File: src/rtl/vram_arbiter.sv
// Video RAM arbiter: shares a single-port synchronous VRAM between display
// character/attribute fetches and host CPU accesses on a fixed 8-slot schedule.
//
// state  | meaning
// S_IDLE | no line fetch in progress; host may use every slot
// S_LINE | line fetch window; slots 2 and 6 reserved for display reads
module vram_arbiter #(
   parameter int COLS   = 80,
   parameter int ADDR_W = 12,
   parameter int DATA_W = 8
) (
   input  logic              clk,
   input  logic              rst,
   input  logic              fetchStart,
   input  logic [ADDR_W-1:0] rowBase,
   input  logic              hostReq,
   input  logic              hostWe,
   input  logic [ADDR_W-1:0] hostAddr,
   input  logic [DATA_W-1:0] hostWData,
   output logic              hostAck,
   output logic [DATA_W-1:0] hostRData,
   output logic [ADDR_W-1:0] ramAddr,
   output logic              ramWe,
   output logic [DATA_W-1:0] ramWData,
   input  logic [DATA_W-1:0] ramRData,
   output logic [DATA_W-1:0] readoutData,
   output logic [2:0]        readoutCount,
   output logic              active
);

   localparam int COL_W = $clog2(COLS + 1);

   typedef enum logic {S_IDLE, S_LINE} state_t;

   state_t              r_state;
   state_t              w_state_nxt;
   logic [2:0]          r_count;
   logic [ADDR_W-1:0]   r_base;
   logic [COL_W-1:0]    r_col;
   logic                r_busy;
   logic                r_host_slot;
   logic                r_host_rd;
   logic                r_ack;
   logic                r_ack_rd;
   logic [DATA_W-1:0]   r_rdata;
   logic [ADDR_W-1:0]   r_ram_addr;
   logic                r_ram_we;
   logic [DATA_W-1:0]   r_ram_wdata;

   logic                w_active;
   logic                w_line_start;
   logic                w_line_end;
   logic                w_disp_next;
   logic                w_grant;
   logic [COL_W-1:0]    w_col_inc;
   logic [ADDR_W-1:0]   w_disp_addr;

   assign w_active     = (r_state == S_LINE);
   assign w_col_inc    = r_col + 1'b1;
   assign w_line_start = (r_count == 3'd7) && !w_active && fetchStart;
   assign w_line_end   = (r_count == 3'd7) && w_active && (w_col_inc == COL_W'(COLS));

   // Decisions are made one slot ahead: slot 1 schedules the character read,
   // slot 5 schedules the attribute read at the following odd address.
   assign w_disp_next = w_active && ((r_count == 3'd1) || (r_count == 3'd5));
   assign w_disp_addr = r_base + (ADDR_W'(r_col) << 1) + ADDR_W'(r_count == 3'd5);
   assign w_grant     = !w_disp_next && hostReq && !r_busy && !r_ack;

   always_comb begin
      w_state_nxt = r_state;
      case (r_state)
         S_IDLE: if (w_line_start) w_state_nxt = S_LINE;
         S_LINE: if (w_line_end)   w_state_nxt = S_IDLE;
         default: w_state_nxt = S_IDLE;
      endcase
   end

   always_ff @(posedge clk or posedge rst) begin
      if (rst) begin
         r_state <= S_IDLE;
         r_count <= 3'd0;
         r_base  <= '0;
         r_col   <= '0;
      end else begin
         r_state <= w_state_nxt;
         r_count <= r_count + 3'd1;
         if (w_line_start) begin
            r_base <= rowBase;
            r_col  <= '0;
         end else if (w_active && (r_count == 3'd7)) begin
            r_col <= w_col_inc;
         end
      end
   end

   always_ff @(posedge clk or posedge rst) begin
      if (rst) begin
         r_ram_addr  <= '0;
         r_ram_we    <= 1'b0;
         r_ram_wdata <= '0;
      end else if (w_disp_next) begin
         r_ram_addr <= w_disp_addr;
         r_ram_we   <= 1'b0;
      end else if (w_grant) begin
         r_ram_addr  <= hostAddr;
         r_ram_we    <= hostWe;
         r_ram_wdata <= hostWData;
      end else begin
         r_ram_we <= 1'b0;
      end
   end

   // busy covers the grant slot and the ack slot, so a held request is never re-granted
   always_ff @(posedge clk or posedge rst) begin
      if (rst) begin
         r_busy      <= 1'b0;
         r_host_slot <= 1'b0;
         r_host_rd   <= 1'b0;
         r_ack       <= 1'b0;
         r_ack_rd    <= 1'b0;
         r_rdata     <= '0;
      end else begin
         r_host_slot <= w_grant;
         r_host_rd   <= w_grant && !hostWe;
         r_ack       <= r_host_slot;
         r_ack_rd    <= r_host_rd;
         if (w_grant)
            r_busy <= 1'b1;
         else if (r_ack)
            r_busy <= 1'b0;
         if (r_ack && r_ack_rd)
            r_rdata <= ramRData;
      end
   end

   // Read data arrives during the ack cycle itself, so it is forwarded live then held.
   assign hostRData    = (r_ack && r_ack_rd) ? ramRData : r_rdata;
   assign hostAck      = r_ack;
   assign ramAddr      = r_ram_addr;
   assign ramWe        = r_ram_we;
   assign ramWData     = r_ram_wdata;
   assign readoutData  = ramRData;
   assign readoutCount = r_count;
   assign active       = w_active;

endmodule

File: config.mk
export PLATFORM = sky130hd
export DESIGN_NAME = vram_arbiter
export DESIGN_NICKNAME = d
export VERILOG_FILES = /design/src/rtl/vram_arbiter.sv
export SDC_FILE = /design/constraint.sdc
export NUM_CORES = 1
export LEC_CHECK = 0
export CORE_MARGIN = 4
export CORE_UTILIZATION = 32
export DETAILED_ROUTE_END_ITERATION = 8
export GPL_TIMING_DRIVEN = 0
export SYNTH_ARGS = -nofsm -noshare
export SYNTH_HDL_FRONTEND = slang
export SYNTH_SLANG_ARGS = --single-unit
File: constraint.sdc
create_clock -name clk -period 4.87 [get_ports clk]
set_input_delay 0.7305 -clock clk [delete_from_list [all_inputs] [get_ports clk]]
set_output_delay 0.7305 -clock clk [all_outputs]
set_load 0.01 [all_outputs]
==> impl_results.md <==
* Pwr Total at ~1800 uW
* Hold endpoint: r_ack_rd
* Setup Fix Bufs, Post-CTS at 0
* Area leader, netlist: dfrtp_1
* Power share of the sequential group at 0.369
* Max-Cap Viols at 0
* Register-to-Register Path Depth at 11
* Worst path top cell family by delay: buffers and inverters
* Synth area leaders: dfrtp_1 (50%), mux2_2 (11%), ha_1 (5.7%)
* Fin. max-slew vios at 0
* Reg area at approximately 1400 sq um
* Area of the multi-input gates at 1290 sq um
* Pin count of the biggest net entering global routing at 34
* Post-placement setup slack at approximately 2200 ps
* Hold depth at 0
* Hold/Removal Path Class: reg -> reg
* Root Driver: clkbuf_8
* Period Utilization, post-route at 0.555
* Core Region at 8720 sq um
* Final TNS setup at 0 ps
* Sequential share of the synthesized area at 0.496
* Final Routed Wirelength at 6830 um
* DRT Pass-1 Iters at 4
* Worst path depth at 3
* Latest clock arrival within the worst-skew pair at ~340 ps
* Total number of vias at roughly 2200
* I/O pin count at 87
* H-tree depth at 3
* Routability Congestion at roughly 0.8
* FMAX at between 300 and 400 MHz
* Drt via density at approximately 4.8
* Mapped cell area at approximately 2900 sq um
* Gate power share at 0.348
* TritonCTS Buffers at 9
* #FFs+latches synth at 57
* Maximum fanout along the worst path at 8
* Hold Buf Count CTS at 0
* Worst setup margin at about 2200 ps
* Fillers at approximately 820
* Req. time, crit path at 4140 ps
* Post-route minimum period at 2700 ps
* Clock power frac at 0.282
* Diode count at 0
* WL per Instance at roughly 15 um
* Reg-to-Reg End: ramAddr[10]
* GRT overflow at 0
* Post-layout nets at about 410
* CP bufs+invs at 1
* Synth Instances at about 250
* Clk sink count at 57
* Synth top area share at 0.496
* CP peak stage delay at roughly 480 ps
* Slew headroom at 0.537
* Synth async-reset ratio at 1.00
* Sw frac at 0.294
* Post-synth cell types at between 40 and 50
* Number of synthesized flops with an enable pin at 0
* DRT iter0 DRCs at 42
* Chip height at 103 um
* Post-CTS Resized at 0
* Leakage at between 0.0015 and 0.002 uW
* Die Area at ~11000 sq um
* Cell Pwr Density at ~430 nW/um^2
* Avg Cell Area, Syn at 11.5 sq um
* Slew at the pin with the worst max-slew slack at 693 ps
* CP Launch Type: flop
* P_sw at between 500 and 600 uW
* YS warnings at 0
* CP endpoint kind: output port
* Antenna violations before repair at 0
* Slowest cell on crit path: clkdlybuf4s50_1
* Die X at between 100 and 150 um
* Buffer depth of the longest clock path at 2
* HPWL after DPL at 5260 um
* Syn nets at 310
* Final Hold Vio Count at 0
* # DRC at 0
* Main synth FF type: dfrtp_1
* GRT Total Usage at 0.135
* CTS tree: done
* Share of cells above drive strength 1 at 0.198
* WP data arrival at between 1500 and 2000 ps
* Area grow syn2layout at 43.3%
* Global-route wire length before repair at between 10000 and 15000 um
* Antenna Nets Post-Route at 0
* Final setup viols at 0
* VDD IR max at between 100 and 150 uV
* Worst-path clk slew at around 70 ps
* Worst reg-to-reg setup slack at 2330 ps
* Status: completed
* Setup Skew at about 9.1 ps
* HP Start: r_host_rd
* RSZ-0062 raised after global routing: no
* Setup Crit Path Kind: reg -> out
* Worst r2r src: readoutCount[1]
* Vias in the first global route at ~2300
* Int Pwr at roughly 1300 uW
* Port Buffer Count at between 80 and 90
* CP Cell Sequence: nand2_1, mux2_2, clkdlybuf4s50_1
* Rows at 34
* Starting Density at 0.330
[sequential cells by signal, summed over array words and instances (netlist names)]
register      cells
r_base           12
ramAddr          12
r_rdata           8
ramWData          8
r_col             7
readoutCount      3
active            1
hostAck           1
r_ack_rd          1
r_busy            1
r_host_rd         1
r_host_slot       1
ramWe             1
[routing by layer]
metal  up-vias  global-route usage  routed length, um
li1       1075                   -                  -
met2        76               0.222               3140
met5         -                   0                  0
met1      1054               0.166               3000
met3        12              0.0325                551
met4         0              0.0657                134
[area by class of cell]
cell class | count | share of cell area
sequential | 57 | 0.346
multi-input combinational | 163 | 0.313
timing repair buffer | 87 | 0.214
clock buffer | 11 | 0.0368
tap | 108 | 0.0328
buffer | 17 | 0.0261
clock inverter | 5 | 0.0188
inverter | 14 | 0.0128
[worst max-delay path by stage]
stage / startpoint / endpoint / slack [ps]
after floorplan: readoutCount[1] / ramAddr[10] / 2500
after global placement: rst / readoutCount[1] / 1660
after detailed placement: ramRData[2] / hostRData[2] / 2210
after CTS: hostAck / hostRData[5] / 2120
after global routing: hostAck / hostRData[1] / 2070
final: hostAck / hostRData[6] / 2170
[placed cells by master (no fill, tap or decap), drive strengths merged, types with 2 or more instances in the layout]
cell	instances
a211oi	6
a21o	3
a21oi	9
a22o	4
a22oi	2
a31oi	3
and2	2
and3	3
buf	15
bufinv	2
clkbuf	14
clkdlybuf4s50	86
clkinv	2
dfrtp	57
ha	13
inv	14
mux2	28
mux2i	6
nand2	19
nand2b	3
nand3	6
nand4	2
nor2	8
nor2b	6
nor3	2
nor4	2
o21ai	14
o31a	2
xnor2	5
xor2	2
[synthesized netlist by cell type (5+ instances only)]
cell	count
mux2_2	28
buf_4	10
o21ai_0	13
xnor2_1	5
dfrtp_1	57
a21oi_1	7
nand2_1	19
nor2_1	8
a211oi_1	6
inv_1	14
ha_1	13
nand3_1	6
mux2i_1	6
[power groups by stage]
stage	Combinational (uW)	Clock [uW]	Sequential [uW]
2_1_floorplan	306	0	696
3_3_place_gp	617	0	665
3_5_place_dp	628	0	671
4_1_cts	632	520	662
5_1_grt	685	540	676
6_report	623	505	661
[cell families after synthesis]
| kind of cell | share of synthesized area |
|---|---|
| flip-flops | 0.496 |
| AO/OA/AOI/OAI | 0.122 |
| multiplexers | 0.131 |
| AND/OR/NAND/NOR | 0.111 |
| adder cells (fa/ha/maj) | 0.0636 |
| XOR/XNOR | 0.0213 |
| buffers and inverters | 0.0557 |
[metrics by stage]
stage,instances,hold slack (ps),util,cell area (sq um)
after global placement,445,335,0.444,3870
after global routing,462,360,0.472,4120
after CTS,462,353,0.472,4120
after floorplan,251,331,-,2870
final,462,351,0.472,4120
after detailed placement,446,338,0.446,3890
(Power assumes the default switching activity.)
